`src/rtl/ltc_decoder.sv`:
```
// Biphase-mark LTC decoder: recovers SMPTE timecode, a frame strobe and lock status.
// Define LTC_USER_BITS_EN to add the 32-bit user_bits output.
module ltc_decoder #(
  parameter logic [15:0] THRESH  = 16'd12,
  parameter logic [15:0] TIMEOUT = 16'd64
) (
  input  logic        clk,
  input  logic        reset_n,
  input  logic        ltc_in,
  output logic [5:0]  tc_hours,
  output logic [6:0]  tc_min,
  output logic [6:0]  tc_sec,
  output logic [5:0]  tc_frames,
  output logic        drop_frame,
  output logic        frame_valid,
  output logic        locked
`ifdef LTC_USER_BITS_EN
  ,
  output logic [31:0] user_bits
`endif
);

  typedef enum logic [1:0] {IDLE, BIT, HALF} st_t;

  st_t         st_q, st_d;
  logic        s1_q, s2_q, s3_q;
  logic [15:0] cnt_q, cnt_d, ival;
  logic [79:0] sr_q, sr_d;
  logic        bdone_q;
  logic [6:0]  bcnt_q, bcnt_d;
  logic        lock_q, lock_d, fv_q;
  logic [26:0] tc_q, tc_d;
  logic        edg, tmo, glitch, short_i, long_i;
  logic        bit_v, bit_val, err;
  logic        sync, bcd_ok, accept, lost;

  // ival is the saturated count including the current cycle
  assign edg     = s2_q ^ s3_q;
  assign ival    = (cnt_q == 16'hFFFF) ? cnt_q : cnt_q + 16'd1;
  assign cnt_d   = edg ? 16'd0 : ival;
  assign tmo     = !edg && (cnt_q > TIMEOUT);
  assign glitch  = ival < (THRESH >> 2);
  assign short_i = !glitch && (ival < THRESH);
  assign long_i  = (ival >= THRESH) && (ival <= TIMEOUT);

  always_comb begin
    st_d    = st_q;
    bit_v   = 1'b0;
    bit_val = 1'b0;
    err     = 1'b0;
    if (tmo) begin
      st_d = IDLE;
    end else if (edg) begin
      unique case (st_q)
        IDLE: st_d = BIT;
        BIT: begin
          if (long_i)       bit_v = 1'b1;
          else if (short_i) st_d  = HALF;
          else              err   = 1'b1;
        end
        HALF: begin
          st_d = BIT;
          if (short_i) begin
            bit_v   = 1'b1;
            bit_val = 1'b1;
          end else begin
            err = 1'b1;
          end
        end
        default: st_d = IDLE;
      endcase
    end
  end

  assign sr_d   = bit_v ? {bit_val, sr_q[79:1]} : sr_q;
  assign sync   = bdone_q && (sr_q[79:64] == 16'hBFFC);
  assign bcd_ok = (sr_q[3:0] <= 4'd9) && (sr_q[19:16] <= 4'd9) &&
                  (sr_q[35:32] <= 4'd9) && (sr_q[51:48] <= 4'd9);
  // a decode error in the sync cycle wins over the frame
  assign accept = sync && !err && bcd_ok;
  assign lost   = err || (sync && !bcd_ok) || (bcnt_q >= 7'd81) || tmo;
  assign lock_d = accept ? 1'b1 : (lost ? 1'b0 : lock_q);

  always_comb begin
    bcnt_d = bcnt_q;
    if (tmo || sync)
      bcnt_d = 7'd0;
    else if (bit_v && (bcnt_q != 7'h7F))
      bcnt_d = bcnt_q + 7'd1;
  end

  assign tc_d = accept ? {sr_q[10], sr_q[57:56], sr_q[51:48],
                          sr_q[42:40], sr_q[35:32], sr_q[26:24],
                          sr_q[19:16], sr_q[9:8], sr_q[3:0]} : tc_q;

  always_ff @(posedge clk or negedge reset_n) begin
    if (!reset_n) begin
      s1_q    <= 1'b0;
      s2_q    <= 1'b0;
      s3_q    <= 1'b0;
      cnt_q   <= 16'd0;
      st_q    <= IDLE;
      sr_q    <= 80'd0;
      bdone_q <= 1'b0;
      bcnt_q  <= 7'd0;
      lock_q  <= 1'b0;
      fv_q    <= 1'b0;
      tc_q    <= 27'd0;
    end else begin
      s1_q    <= ltc_in;
      s2_q    <= s1_q;
      s3_q    <= s2_q;
      cnt_q   <= cnt_d;
      st_q    <= st_d;
      sr_q    <= sr_d;
      bdone_q <= bit_v;
      bcnt_q  <= bcnt_d;
      lock_q  <= lock_d;
      fv_q    <= accept;
      tc_q    <= tc_d;
    end
  end

  assign {drop_frame, tc_hours, tc_min, tc_sec, tc_frames} = tc_q;
  assign frame_valid = fv_q;
  assign locked      = lock_q;

`ifdef LTC_USER_BITS_EN
  logic [31:0] ub_q, ub_d;
  logic        unused_bits;

  assign ub_d = accept ? {sr_q[63:60], sr_q[55:52], sr_q[47:44],
                          sr_q[39:36], sr_q[31:28], sr_q[23:20],
                          sr_q[15:12], sr_q[7:4]} : ub_q;

  always_ff @(posedge clk or negedge reset_n) begin
    if (!reset_n) ub_q <= 32'd0;
    else          ub_q <= ub_d;
  end

  assign user_bits   = ub_q;
  assign unused_bits = ^{sr_q[59:58], sr_q[43], sr_q[27], sr_q[11]};
`else
  logic unused_bits;
  assign unused_bits = ^{sr_q[63:58], sr_q[55:52], sr_q[47:43],
                         sr_q[39:36], sr_q[31:27], sr_q[23:20],
                         sr_q[15:11], sr_q[7:4]};
`endif

endmodule

```
`config.mk`:
```
export PLATFORM = sky130hd
export DESIGN_NAME = ltc_decoder
export DESIGN_NICKNAME = d
export VERILOG_FILES = /design/src/rtl/ltc_decoder.sv
export SDC_FILE = /design/constraint.sdc
export NUM_CORES = 1
export LEC_CHECK = 0
export ABC_AREA = 1
export ABC_CLOCK_PERIOD_IN_PS = 3240
export CAP_MARGIN = 10
export CORE_ASPECT_RATIO = 0.75
export CORE_MARGIN = 1
export CORE_UTILIZATION = 50
export CTS_BUF_LIST = sky130_fd_sc_hd__clkbuf_8
export DETAILED_ROUTE_END_ITERATION = 16
export PLACE_DENSITY = 0.68
export SLEW_MARGIN = 10
export SYNTH_ARGS = -nofsm -noshare
export SYNTH_HDL_FRONTEND = slang
export SYNTH_SLANG_ARGS = --single-unit
```
`constraint.sdc`:
```
create_clock -name clk -period 3.24 [get_ports clk]
set_input_delay 0.486 -clock clk [delete_from_list [all_inputs] [get_ports clk]]
set_output_delay 0.486 -clock clk [all_outputs]
set_load 0.005 [all_outputs]
```
# Yosys cells after proc, flatten, opt, wreduce, memory -nomap -nowiden

Cells that the tools add are included.

Input bits: 3
Bits in read-only memories: 0
Logic and storage cells: 80
Latch bits: 0
Register bits after elaboration: 138
Memories kept: 0
Bits in writable memories: 0

Multiplexer cells: 24
$lt $le $gt $ge: 10
Multiply operators: 0
Div/mod/pow operators: 0
Bitwise operators: 1
Add/subtract/negate cells: 2
Equality and inequality tests: 7
Shift operators: 0
Reductions and logical operators: 25

Operators with widths:

| operator                                                                | count |
|---|---|
| 16-bit == test (second input constant)                                  | 2 |
| 16-bit 2-to-1 mux                                                       | 2 |
| 16-bit by 1-bit adder with 16-bit output (second input constant)        | 1 |
| 16-bit by 4-bit >= comparator with 1-bit output (second input constant) | 1 |
| 16-bit by 7-bit > comparator with 1-bit output (second input constant)  | 1 |
| 16-bit by 7-bit <= comparator with 1-bit output (second input constant) | 1 |
| 4-bit <= comparator (second input constant)                             | 4 |
| 16-bit by 2-bit < comparator with 1-bit output (second input constant)  | 1 |
| 16-bit by 4-bit < comparator with 1-bit output (second input constant)  | 1 |
| 7-bit 2-to-1 mux                                                        | 2 |
| 1-bit 2-to-1 mux                                                        | 13 |
| 1-bit logical AND                                                       | 11 |
| 2-bit 2-to-1 mux                                                        | 4 |
| 7-bit by 1-bit adder with 7-bit output (second input constant)          | 1 |
| 7-bit >= comparator (second input constant)                             | 1 |
| 7-bit inequality test (second input constant)                           | 1 |
| 3-bit inequality test (second input constant)                           | 2 |
| 2-bit nonzero test                                                      | 3 |
| 1-bit logical NOT                                                       | 4 |
| 1-bit logical OR                                                        | 4 |
| 1-bit case mux with 2 select lines                                      | 2 |
| 2-bit case mux with 2 select lines                                      | 1 |
| 3-bit AND reduction                                                     | 1 |
| 2-bit by 1-bit == test with 1-bit output (second input constant)        | 1 |
| 4 further kinds                                                         | 4 |

# Logic depth before layout (Yosys ltp)

Gate-level depths: netlist (run 1).

Word-level depth: 15
Mapped depth: 20
Depth with buffers taken out: 19

# Worst setup path after synthesis (run 1)

No wires, ideal clock.

Kind: register to register
From: register cnt_q[0]
To: register tc_q[10]
Cell stages (with the launch flop): 20
Arrival time: 2236 ps
Setup slack: 888 ps
Data required time: 3123 ps
Setup time: 117 ps
Cell sequence: dfrtp_1 -> ha_1 -> inv_2 -> nor2_4 -> nand2_4 -> inv_2 -> nand2_4 -> buf_4 -> nand3_1 -> nor2_2 -> nand2_1 -> a21oi_2 -> nand2_1 -> nand2_1 -> nand2_1 -> nand2_2 -> nand2_2 -> buf_2 -> nand2_1 -> nand2_1

Cells in the longest elaborated chain, start to end: 13
Elaborated cells on any way between the ends: 20
Those cells by class: 1 x add/sub; 5 x order compare; 1 x eq/ne; 6 x mux; 7 x reduce/logical

RTL lines:

| element                                                                    | RTL line | RTL |
|---|---|---|
| start: declaration                                                         | 27       | `logic [15:0] cnt_q, cnt_d, ival;` |
| start signal: assignment                                                   | 113      | `cnt_q <= cnt_d;` |
| 16-bit by 1-bit adder with 16-bit output or 16-bit == test (tied branches) | 39       | `assign ival = (cnt_q == 16'hFFFF) ? cnt_q : cnt_q + 16'd1;` |
| 16-bit 2-to-1 mux                                                          | 39       |  |
| 16-bit by 2-bit < comparator with 1-bit output                             | 42       | `assign glitch = ival < (THRESH >> 2);` |
| 1-bit logical NOT                                                          | 43       | `assign short_i = !glitch && (ival < THRESH);` |
| 1-bit logical AND                                                          | 43       |  |
| 1-bit 2-to-1 mux                                                           | 58, 63   |  |
| 1-bit 2-to-1 mux                                                           | 57       | `if (long_i) bit_v = 1'b1;` |
| 1-bit case mux with 2 select lines                                         | 54       | `unique case (st_q)` |
| 1-bit 2-to-1 mux                                                           | 53       | `end else if (edg) begin` |
| 1-bit 2-to-1 mux *                                                         | 51       | `if (tmo) begin` |
| 1-bit logical NOT *                                                        | 80       | `assign accept = sync && !err && bcd_ok;` |
| 1-bit logical AND * (2 in series)                                          | 80       |  |
| end signal: assignment                                                     | 120      | `tc_q <= tc_d;` |
| end: declaration                                                           | 32       | `logic [26:0] tc_q, tc_d;` |

Mark *: on every way between the ends. The rest lies on a longest branch, timed or not.
A chain may end at the register's enable or synchronous reset.

# Worst setup path after layout (run 1)

From: register cnt_q[1]
To: register bcnt_q[1]

Cells in the longest elaborated chain, start to end: 11
Elaborated cells on any way between the ends: 21
Those cells by class: 1 x add/sub; 5 x order compare; 1 x eq/ne; 7 x mux; 7 x reduce/logical

RTL lines:

| element                                                                    | RTL line | RTL |
|---|---|---|
| 16-bit by 1-bit adder with 16-bit output or 16-bit == test (tied branches) | 39       |  |
| 16-bit 2-to-1 mux                                                          | 39       |  |
| 16-bit by 2-bit < comparator with 1-bit output                             | 42       |  |
| 1-bit logical NOT                                                          | 43       |  |
| 1-bit logical AND                                                          | 43       |  |
| 1-bit 2-to-1 mux                                                           | 63       | `if (short_i) begin` |
| 1-bit case mux with 2 select lines                                         | 54       |  |
| 1-bit 2-to-1 mux                                                           | 53       |  |
| 1-bit 2-to-1 mux                                                           | 51       |  |
| 1-bit logical AND                                                          | 88       | `else if (bit_v && (bcnt_q != 7'h7F))` |
| 2-bit nonzero test (no line)                                               | -        |  |
| end signal: assignment                                                     | 117      | `bcnt_q <= bcnt_d;` |
| end: declaration                                                           | 30       | `logic [6:0] bcnt_q, bcnt_d;` |

Several ways; a longest one is shown, not always the timed one.

==> key figures, run 1 <==
Run status
  • Run status: complete, no violations

Global route
  • First-pass GRT wire length: 21800 µm
  • Maximum number of pins on one net before global-route repair: 95
  • Total gr overflow: 0
  • Global routing usage on met2: 0.310
  • Number of antenna violations at the first check in global routing: 0
  • Number of global-route vias before repair: 4492
  • Global route hottest layer: met1
  • Global routing usage on met1: 0.335
  • Met3 demand-to-capacity share in global routing: 0.0597
  • All-layer global routing usage: 0.220

CTS
  • Source-to-sink clock delay at the later pin of the worst-skew pair: 0.44 ns
  • Clock tree from TritonCTS: yes
  • Sink Count: 138
  • Setup Fix Bufs, Post-CTS: 0
  • Clk pin slew, worst setup/hold paths: 0.08 ns
  • Number of levels the H-tree was split into: 4
  • Clock buffer count from CTS: 17
  • Library cell used as clock root buffer: sky130_fd_sc_hd__clkbuf_8
  • Number of buffers added to fix hold violations after cts: 0
  • Clk buf depth: 2
  • # resized after CTS: 0

Yosys
  • Post-synth top area share: 0.557
  • Most common cell in the netlist: sky130_fd_sc_hd__nand2_1
  • Number of warnings reported in the yosys synthesis log: 0
  • Nets in the synthesized netlist: 740
  • Gate count of the mapped netlist: 730
  • Ys async rst share: 1.00
  • Simple logic cell fraction of the synthesized area: 0.298
  • Most frequently used flop master after synthesis: sky130_fd_sc_hd__dfrtp_1
  • Post-synthesis average cell area: 8.50 µm²
  • Mux share of post-synthesis cell area: 0
  • Portion of the post-synthesis area used by sequential elements: 0.557
  • Distinct cell type count after synthesis: 37
  • Fraction of the mapped netlist area in compound gates: 0.0555
  • Synth Area in Adders: 0.0141
  • Largest family of logic cells by synthesized area: simple AND/OR/NAND/NOR gates
  • XOR/XNOR share of the synthesized area: 0.00847
  • Area leader, netlist: sky130_fd_sc_hd__dfrtp_1
  • Cell types with the highest counts after synthesis: sky130_fd_sc_hd__nand2_1, sky130_fd_sc_hd__dfrtp_1, sky130_fd_sc_hd__nand3_1
  • Number of enable flip-flop cells after synthesis: 0
  • Most area-consuming cells after synthesis: sky130_fd_sc_hd__dfrtp_1, sky130_fd_sc_hd__nand2_1, sky130_fd_sc_hd__nand3_1
  • Netlist area before placement: 6200 µm²
  • Flip-flop and latch count after synthesis: 138

STA
  • Setup-violating endpoint count in the final report: 0
  • Setup Skew: 0.0113 ns
  • Relative max-transition margin: 0.530
  • Clock period minus worst slack: 2.82 ns
  • Worst Max-Slew Pin Slew: 0.705 ns
  • Setup repair after global routing missed its margin: no
  • Maximum frequency from static timing analysis: 354 MHz
  • Period utilisation layout: 0.871
  • Count of final hold-check violations: 0
  • Total count of max-transition violations in the final report: 0
  • Sum of negative setup slack: 0 ns

Worst setup path
  • Worst R2R Start: cnt_q[1]$_DFF_PN0_
  • Maximum fanout along the worst path: 94
  • Req. time, crit path: 3.57 ns
  • Worst reg2reg setup slack: 0.42 ns
  • Setup Crit Path Kind: reg -> reg
  • Critical-path cell with the highest stage delay: sky130_fd_sc_hd__dfrtp_1
  • End of the worst register-to-register path: bcnt_q[1]$_DFFE_PN0P_
  • Gate family responsible for the most delay along the worst path: simple AND/OR/NAND/NOR gates
  • WP data arrival: 3.16 ns
  • Dominant cell type by count on the critical path: sky130_fd_sc_hd__nand2_1
  • Delay of the slowest critical-path stage: 0.42 ns
  • Sort of element at the start of the critical path: flip-flop
  • Cells on worst reg2reg path: 17
  • Crit path buf inv count: 2
  • Critical path endpoint category: flip-flop
  • Cells along the critical path: ha_1 > inv_2 > nor2_4 > nand2_4 > nor2_4 > nand2_1 > nand2_1 > nand3_1 > nor2_2 > nand2_1 > a21oi_2 > nand3_1 > nand2_2 > buf_12 > nand3_1 > nand2_1 > nor2_1

Layout
  • Final standard cell count with taps included and fillers excluded: 938
  • Share of post-route cells with drive strength above 1: 0.0928
  • Final design utilization: 0.603
  • Antenna fix cells: 0
  • Area growth from synthesis to layout: 14.9%
  • Final instance area: 7130 µm²
  • Number of nets at the end of the flow: 773

Routing
  • Total via count after detailed routing: 4751
  • Final ANT Viol Nets: 0
  • DRC marker count from the first detailed-route iteration: 389
  • Number of iterations in the first detailed-routing pass: 5
  • Residual DRC count: 0
  • Routed wirelength normalized by instance count: 13.3 µm
  • Average vias per placed instance: 5.07
  • Final WL: 12500 µm

Floorplanning
  • Placeable core region: 11800 µm²
  • Area enclosed by the die boundary: 12900 µm²
  • Standard-cell rows: 34
  • Floorplan die width: 131 µm
  • Die height: 98.5 µm
  • Top-level I/O count: 32
  • Initial core utilization: 0.524

Job
  • Max-cap violations: 0

Power and ir drop
  • Sum of internal, switching and leakage power: 3.86 mW
  • Standby leakage power: 3.71 nW
  • Cell area power density: 541 nW/µm²
  • Worst IR Drop VDD: 0.290 mV

Placement
  • Post-placement cell area: 6620 µm²
  • Instance count after placement with tap cells included: 906
  • Quantity of I/O buffers inserted on ports: 31
  • HPWL reported at the end of detailed placement: 8140 µm
  • Routability-driven placement congestion ratio: 0.901

Hold path
  • Type of the worst min-delay path: in -> async
layout by cell type, fill, tap and decap left out, drive strengths merged:
cell,netlist,final
or4,1,1
xnor2,1,1
o21ai,49,49
nand2,309,309
or2,1,1
dfrtp,138,138
a31oi,1,1
nor2,36,36
nand3,56,56
nor4,3,3
nand3b,1,1
a21oi,13,13
clkinv,2,3
buf,23,11
a31o,1,1
clkbuf,4,17
xor2,5,5
o21bai,1,1
clkdlybuf4s50,0,30
inv,57,62
nor3b,2,2
ha,7,7
clkinvlp,0,2
nor4b,1,1
o21a,1,1
nand4,13,13
bufinv,0,7
nor3,4,4
how the worst max path moves through the flow:
stage | slack [ns] | from | endpoint | cells after the start
2_1_floorplan | 0.89 | cnt_q[0]$_DFF_PN0_ | tc_q[10]$_DFFE_PN0P_ | 19
3_3_place_gp | 0.51 | cnt_q[1]$_DFF_PN0_ | bcnt_q[0]$_DFFE_PN0P_ | 17
3_5_place_dp | 0.42 | cnt_q[1]$_DFF_PN0_ | bcnt_q[1]$_DFFE_PN0P_ | 17
4_1_cts | 0.41 | cnt_q[1]$_DFF_PN0_ | bcnt_q[1]$_DFFE_PN0P_ | 17
5_1_grt | 0.10 | cnt_q[1]$_DFF_PN0_ | bcnt_q[1]$_DFFE_PN0P_ | 17
6_report | 0.42 | cnt_q[1]$_DFF_PN0_ | bcnt_q[1]$_DFFE_PN0P_ | 17
where the power goes:
part / switching (mW) / leakage, nW / internal [mW] / total (mW)
sequential: 0.0390 / 1.91 / 1.76 / 1.80
combinational: 0.204 / 1.54 / 0.0907 / 0.294
clock: 0.686 / 0.249 / 1.08 / 1.76
cell type report:
cell class / instances / area [µm²]
Fill cell: 1009 / 4700
Sequential cell: 138 / 3450
Multi-Input combinational cell: 506 / 2330
Timing Repair Buffer: 41 / 412
Clock inverter: 15 / 269
Clock buffer: 17 / 234
Inverter: 59 / 221
Tap cell: 162 / 203
per-stage QoR:
stage | hold slack [ns] | setup slack, ns
finish | 0.0371 | 0.417
global route | 0.0965 | 0.101
CTS | 0.0796 | 0.407
detailed placement | 0.340 | 0.418
global placement | 0.336 | 0.512
floorplan | 0.190 | 0.888
registers in the layout (all words and copies together), names as in the netlist, 2 cells and up:
name,cells
cnt_q,16
tc_q,27
sr_q,80
bcnt_q,7
st_q,2
worst reg2reg max path: cells and delay by family (launching register included):
family / cells / cell delay, ns
compound gates: 1 / 0.17
flops: 1 / 0.42
simple gates: 13 / 1.40
fa+ha+maj: 1 / 0.34
buf+inv: 2 / 0.42
routing by layer:
| metal | wire length [µm] | vias up |
|---|---|---|
| li1 | - | 2371 |
| met1 | 6320 | 2249 |
| met2 | 5340 | 121 |
| met3 | 718 | 10 |
| met4 | 89 | 0 |
| met5 | 0 | - |
cells by family after synthesis:
kind of cell / after synthesis
xor gates and xnor gates: 6
adders and majority gates: 7
AOI/OAI and AO/OA: 66
and+or+nand+nor: 427
DFF: 138
buffers and inverters: 86
Note: power is estimated with default switching activity, not from simulation.
==> inputs of run 2 (changes only) <==
Settings changed: CORE_MARGIN 1 to 1.5.
==> key figures, run 2 (synthesized netlist as in run 1, its figures left out) <==
Run status
  • Run status: complete, no violations

Layout
  • Number of nets at the end of the flow: 771
  • Register ranked first by flip-flop count: sr_q
  • Final instance area: 7050 µm²
  • Most used cells in the layout excluding fill and tap cells: sky130_fd_sc_hd__nand2_1, sky130_fd_sc_hd__dfrtp_1, sky130_fd_sc_hd__nand3_1
  • Antenna fix cells: 0
  • Max FFs per register: 80
  • Area growth from synthesis to layout: 13.6%
  • Fill cell instance count of the final layout: 1080
  • Final standard cell count with taps included and fillers excluded: 940
  • Registers with the highest flip-flop counts: sr_q (80), tc_q (27), cnt_q (16)
  • Most frequent standard cell in the layout excluding fill and tap cells: sky130_fd_sc_hd__nand2_1
  • Share of post-route cells with drive strength above 1: 0.0917

Global route
  • Number of global-route vias before repair: 4720
  • Number of antenna violations at the first check in global routing: 0
  • Total gr overflow: 0
  • Maximum number of pins on one net before global-route repair: 95
  • All-layer global routing usage: 0.219
  • First-pass GRT wire length: 22700 µm

Floorplanning
  • Placeable core region: 12200 µm²
  • Initial core utilization: 0.509
  • Die height: 99.5 µm
  • Standard-cell rows: 35
  • Floorplan die width: 132 µm
  • Top-level I/O count: 32
  • Area enclosed by the die boundary: 13100 µm²

Worst setup path
  • Worst R2R Start: cnt_q[1]$_DFF_PN0_
  • Req. time, crit path: 3.56 ns
  • Critical path endpoint category: flip-flop
  • Cells on worst reg2reg path: 18
  • Setup Crit Path Kind: reg -> reg
  • Maximum fanout along the worst path: 28
  • Sort of element at the start of the critical path: flip-flop
  • Termination of the worst setup path: tc_q[23]$_DFFE_PN0P_
  • Worst reg2reg setup slack: 0.36 ns
  • Startpoint of the worst setup timing path: cnt_q[1]$_DFF_PN0_
  • WP data arrival: 3.20 ns
  • End of the worst register-to-register path: tc_q[23]$_DFFE_PN0P_

Routing
  • DRC marker count from the first detailed-route iteration: 442
  • Total via count after detailed routing: 4863
  • Residual DRC count: 0
  • Average vias per placed instance: 5.17
  • Final WL: 13000 µm
  • Final ANT Viol Nets: 0
  • Routed wirelength normalized by instance count: 13.8 µm
  • Number of iterations in the first detailed-routing pass: 8

Placement
  • Routability-driven placement congestion ratio: 0.908
  • HPWL reported at the end of detailed placement: 8440 µm
  • Pre-CTS WS: 0.385 ns
  • Post-placement cell area: 6600 µm²
  • Instance count after placement with tap cells included: 908
  • Quantity of I/O buffers inserted on ports: 31

Power and ir drop
  • Worst IR Drop VDD: 0.331 mV
  • Share of total power in the clock network: 0.428
  • Cell area power density: 519 nW/µm²
  • P_int: 2.70 mW
  • Sum of internal, switching and leakage power: 3.66 mW
  • Comb pwr share: 0.080
  • Sequential group share of total power: 0.492
  • Switching power of the nets: 0.958 mW
  • Fraction of power spent switching nets: 0.262
  • Standby leakage power: 3.66 nW

CTS
  • Number of levels the H-tree was split into: 4
  • Library cell used as clock root buffer: sky130_fd_sc_hd__clkbuf_8
  • Number of buffers added to fix hold violations after cts: 0
  • Clk buf depth: 2
  • Sink Count: 138
  • Clock tree from TritonCTS: yes
  • Source-to-sink clock delay at the later pin of the worst-skew pair: 0.44 ns
  • Clk pin slew, worst setup/hold paths: 0.08 ns
  • # resized after CTS: 0
  • Clock buffer count from CTS: 17
  • Setup Fix Bufs, Post-CTS: 0

STA
  • Clock period minus worst slack: 2.88 ns
  • Worst Max-Slew Pin Slew: 0.599 ns
  • Count of final hold-check violations: 0
  • Relative max-transition margin: 0.600
  • Setup Skew: 0.0181 ns
  • Total count of max-transition violations in the final report: 0
  • Period utilisation layout: 0.889
  • Smallest setup slack after layout: 0.360 ns
  • Setup repair after global routing missed its margin: no
  • Maximum frequency from static timing analysis: 347 MHz
  • Setup-violating endpoint count in the final report: 0
  • Sum of negative setup slack: 0 ns

Hold path
  • Type of the worst min-delay path: in -> async

Job
  • Max-cap violations: 0
[run 2: cell types whose count changed in the layout (fill, tap and decap cells not counted)]
cell                        change
sky130_fd_sc_hd__inv_8          +1
sky130_fd_sc_hd__inv_1          -1
sky130_fd_sc_hd__buf_4          -1
sky130_fd_sc_hd__bufinv_16      -3
sky130_fd_sc_hd__clkinv_4       +3
sky130_fd_sc_hd__buf_12         -1
[run 2: power by group through the flow]
stage / logic (mW) / registers [mW] / clock network (mW)
6_report: 0.292 / 1.80 / 1.57
5_1_grt: 0.337 / 1.81 / 1.67
4_1_cts: 0.297 / 1.80 / 1.60
3_5_place_dp: 0.291 / 1.83 / 0
3_3_place_gp: 0.280 / 1.83 / 0
2_1_floorplan: 0.223 / 1.82 / 0
[run 2: worst min path at each step]
| stage | endpoint | slack, ns | depth (start not counted) |
|---|---|---|---|
| global placement | s2_q$_DFF_PN0_ | 0.34 | 0 |
| finish | bcnt_q[2]$_DFFE_PN0P_ | 0.02 | 1 |
| CTS | bcnt_q[2]$_DFFE_PN0P_ | 0.04 | 1 |
| detailed placement | s2_q$_DFF_PN0_ | 0.34 | 0 |
| floorplan | bcnt_q[0]$_DFFE_PN0P_ | 0.19 | 0 |
| global route | bcnt_q[2]$_DFFE_PN0P_ | 0.05 | 1 |
[run 2: per-stage QoR]
stage | hold WS, ns | util
6_report | 0.0192 | 0.579
5_1_grt | 0.0522 | 0.579
4_1_cts | 0.0401 | 0.579
3_5_place_dp | 0.340 | 0.542
3_3_place_gp | 0.341 | 0.542
2_1_floorplan | 0.190 | -
[run 2: critical path: stages (launching register included)]
cell and delay [ns]:
sky130_fd_sc_hd__dfrtp_1 0.42, sky130_fd_sc_hd__ha_1 0.32, sky130_fd_sc_hd__inv_2 0.09, sky130_fd_sc_hd__nor2_4 0.15, sky130_fd_sc_hd__nand2_4 0.11, sky130_fd_sc_hd__inv_2 0.09
sky130_fd_sc_hd__nand2_4 0.12, sky130_fd_sc_hd__nand2_1 0.10, sky130_fd_sc_hd__nand2_1 0.08, sky130_fd_sc_hd__nor2_1 0.10, sky130_fd_sc_hd__nand3_1 0.11, sky130_fd_sc_hd__a21oi_2 0.19
sky130_fd_sc_hd__nand2_1 0.07, sky130_fd_sc_hd__nand2_1 0.06, sky130_fd_sc_hd__nand2_1 0.06, sky130_fd_sc_hd__nand2_2 0.07, sky130_fd_sc_hd__nand2_2 0.33, sky130_fd_sc_hd__nand2_1 0.20
sky130_fd_sc_hd__nand2_1 0.07
[run 2: cell type report]
type / count / area [µm²] / area share
well taps: 166 / 208 / 0.0295
multi-input cells: 506 / 2330 / 0.331
clock buffers: 17 / 234 / 0.0332
clock inverters: 15 / 213 / 0.0302
inverters: 59 / 221 / 0.0314
repair buffers: 39 / 384 / 0.0545
flip-flops and latches: 138 / 3450 / 0.490
[run 2: metal layers]
layer	up-vias	wire (µm)	track usage
met4	0	107	0.0641
met2	116	5840	0.331
met5	-	0	0
met1	2367	6400	0.318
li1	2371	-	-
met3	9	645	0.0540
==> inputs of run 3 (changes only) <==
Settings changed: CTS_CLUSTER_SIZE set to 20, GPL_ROUTABILITY_DRIVEN set to 0.
==> key figures, run 3 (synthesized netlist as in run 1, its figures left out) <==
Run status
  • Run status: complete, no violations

Job
  • Max-cap violations: 0

Floorplanning
  • Standard-cell rows: 35
  • Floorplan die width: 132 µm
  • Initial core utilization: 0.509
  • Die height: 99.5 µm
  • Top-level I/O count: 32
  • Area enclosed by the die boundary: 13100 µm²
  • Placeable core region: 12200 µm²

CTS
  • # resized after CTS: 0
  • Source-to-sink clock delay at the later pin of the worst-skew pair: 0.45 ns
  • Clk pin slew, worst setup/hold paths: 0.08 ns
  • Sink Count: 138
  • Clk buf depth: 2
  • Clock tree from TritonCTS: yes
  • Clock buffer count from CTS: 17
  • Number of levels the H-tree was split into: 4
  • Setup Fix Bufs, Post-CTS: 0
  • Number of buffers added to fix hold violations after cts: 1
  • Library cell used as clock root buffer: sky130_fd_sc_hd__clkbuf_8

Layout
  • Share of post-route cells with drive strength above 1: 0.0904
  • Final standard cell count with taps included and fillers excluded: 940
  • Area growth from synthesis to layout: 13.4%
  • Most frequent standard cell in the layout excluding fill and tap cells: sky130_fd_sc_hd__nand2_1
  • Number of nets at the end of the flow: 771
  • Max FFs per register: 80
  • Registers with the highest flip-flop counts: sr_q (80), tc_q (27), cnt_q (16)
  • Antenna fix cells: 0
  • Register ranked first by flip-flop count: sr_q
  • Most used cells in the layout excluding fill and tap cells: sky130_fd_sc_hd__nand2_1, sky130_fd_sc_hd__dfrtp_1, sky130_fd_sc_hd__nand3_1
  • Fill cell instance count of the final layout: 1116

STA
  • Setup-violating endpoint count in the final report: 0
  • Worst Max-Slew Pin Slew: 0.619 ns
  • Sum of negative setup slack: 0 ns
  • Period utilisation layout: 0.890
  • Total count of max-transition violations in the final report: 0
  • Count of final hold-check violations: 0
  • Maximum frequency from static timing analysis: 347 MHz
  • Relative max-transition margin: 0.586
  • Setup Skew: 0.0143 ns
  • Setup repair after global routing missed its margin: no
  • Clock period minus worst slack: 2.88 ns

Worst setup path
  • Sort of element at the start of the critical path: flip-flop
  • WP data arrival: 3.21 ns
  • Req. time, crit path: 3.57 ns
  • Gate family responsible for the most delay along the worst path: simple AND/OR/NAND/NOR gates
  • Setup Crit Path Kind: reg -> reg
  • Worst R2R Start: cnt_q[1]$_DFF_PN0_
  • Critical-path cell with the highest stage delay: sky130_fd_sc_hd__dfrtp_1
  • Critical path endpoint category: flip-flop
  • Crit path buf inv count: 2
  • Startpoint of the worst setup timing path: cnt_q[1]$_DFF_PN0_
  • Delay of the slowest critical-path stage: 0.43 ns
  • Dominant cell type by count on the critical path: sky130_fd_sc_hd__nand2_1
  • Maximum fanout along the worst path: 28
  • Cells along the critical path: ha_1 > inv_2 > nor2_4 > nand2_4 > inv_2 > nand2_4 > nand2_1 > nand2_1 > nor2_1 > nand3_1 > a21oi_2 > nand2_1 > nand2_1 > nand2_1 > nand2_2 > nand2_2 > nand2_1 > nand2_1

Routing
  • Final WL: 12300 µm
  • Total via count after detailed routing: 4770
  • Number of iterations in the first detailed-routing pass: 7
  • Routed wirelength normalized by instance count: 13.1 µm
  • Residual DRC count: 0
  • Final ANT Viol Nets: 0
  • DRC marker count from the first detailed-route iteration: 370
  • Average vias per placed instance: 5.07

Placement
  • Quantity of I/O buffers inserted on ports: 31
  • HPWL reported at the end of detailed placement: 7860 µm
  • Instance count after placement with tap cells included: 907

Global route
  • Total gr overflow: 0
  • Number of antenna violations at the first check in global routing: 0
  • Maximum number of pins on one net before global-route repair: 90
  • First-pass GRT wire length: 21100 µm
  • All-layer global routing usage: 0.203
  • Number of global-route vias before repair: 4495

Power and ir drop
  • Comb pwr share: 0.082
  • Cell area power density: 507 nW/µm²
  • Standby leakage power: 3.66 nW
  • Fraction of power spent switching nets: 0.273
  • Switching power of the nets: 0.975 mW
  • Sequential group share of total power: 0.504
  • Worst IR Drop VDD: 0.307 mV
  • Share of total power in the clock network: 0.413
  • P_int: 2.59 mW

Hold path
  • HP Start: s1_q$_DFF_PN0_
  • Type of the worst min-delay path: reg -> reg
## run 3: cell type report
class | instances | area (µm²) | share of cell area
clock buffer | 19 | 262 | 0.0372
inverter | 59 | 221 | 0.0315
timing repair buffer | 39 | 399 | 0.0567
multi-input combinational | 506 | 2330 | 0.332
sequential | 138 | 3450 | 0.491
clock inverter | 13 | 158 | 0.0224
tap | 166 | 208 | 0.0295
## run 3: path summary, 6_finish.rpt
check | end | slack (ns) | cells after the start
min in group asynchronous | sr_q[27]$_DFFE_PN0P_ | 0.55 | 2
setup reg to reg | tc_q[8]$_DFFE_PN0P_ | 0.36 | 18
setup / recovery | tc_q[8]$_DFFE_PN0P_ | 0.36 | 18
hold / removal | s2_q$_DFF_PN0_ | 0.36 | 0
max in group asynchronous | tc_q[25]$_DFFE_PN0P_ | 1.86 | 3
hold reg to reg | s2_q$_DFF_PN0_ | 0.36 | 0
## run 3: per-stage QoR
step | power [mW] | hold slack, ns | util | instance area [µm²] | setup WS, ns
final | 3.57 | 0.356 | 0.578 | 7040 | 0.358
after detailed placement | 2.12 | 0.340 | 0.543 | 6610 | 0.384
after global placement | 2.11 | 0.338 | 0.543 | 6610 | 0.541
after global routing | 3.73 | 0.375 | 0.578 | 7040 | 0.0674
after CTS | 3.60 | 0.361 | 0.578 | 7040 | 0.379
after floorplan | 2.05 | 0.190 | - | 6200 | 0.888
## run 3: metal layers
layer  wire length, µm  track usage  part of all wire
met3               666       0.0586             0.054
met2              5160        0.286              0.42
met4               140       0.0658             0.011
met5                 0            0                 0
met1              6320        0.301              0.51
## run 3: power groups by stage
stage | Clock [mW] | Sequential [mW] | Combinational [mW]
after floorplan | 0 | 1.82 | 0.223
after global placement | 0 | 1.83 | 0.282
after detailed placement | 0 | 1.83 | 0.289
after CTS | 1.51 | 1.80 | 0.295
after global routing | 1.59 | 1.81 | 0.338
final | 1.47 | 1.80 | 0.294
## run 3: worst reg2reg max path: stages, from the launching register on
cell	delay (ns)
sky130_fd_sc_hd__dfrtp_1	0.43
sky130_fd_sc_hd__ha_1	0.33
sky130_fd_sc_hd__inv_2	0.09
sky130_fd_sc_hd__nor2_4	0.16
sky130_fd_sc_hd__nand2_4	0.12
sky130_fd_sc_hd__inv_2	0.09
sky130_fd_sc_hd__nand2_4	0.11
sky130_fd_sc_hd__nand2_1	0.10
sky130_fd_sc_hd__nand2_1	0.07
sky130_fd_sc_hd__nor2_1	0.09
sky130_fd_sc_hd__nand3_1	0.10
sky130_fd_sc_hd__a21oi_2	0.19
sky130_fd_sc_hd__nand2_1	0.07
sky130_fd_sc_hd__nand2_1	0.07
sky130_fd_sc_hd__nand2_1	0.06
sky130_fd_sc_hd__nand2_2	0.07
sky130_fd_sc_hd__nand2_2	0.36
sky130_fd_sc_hd__nand2_1	0.22
sky130_fd_sc_hd__nand2_1	0.06
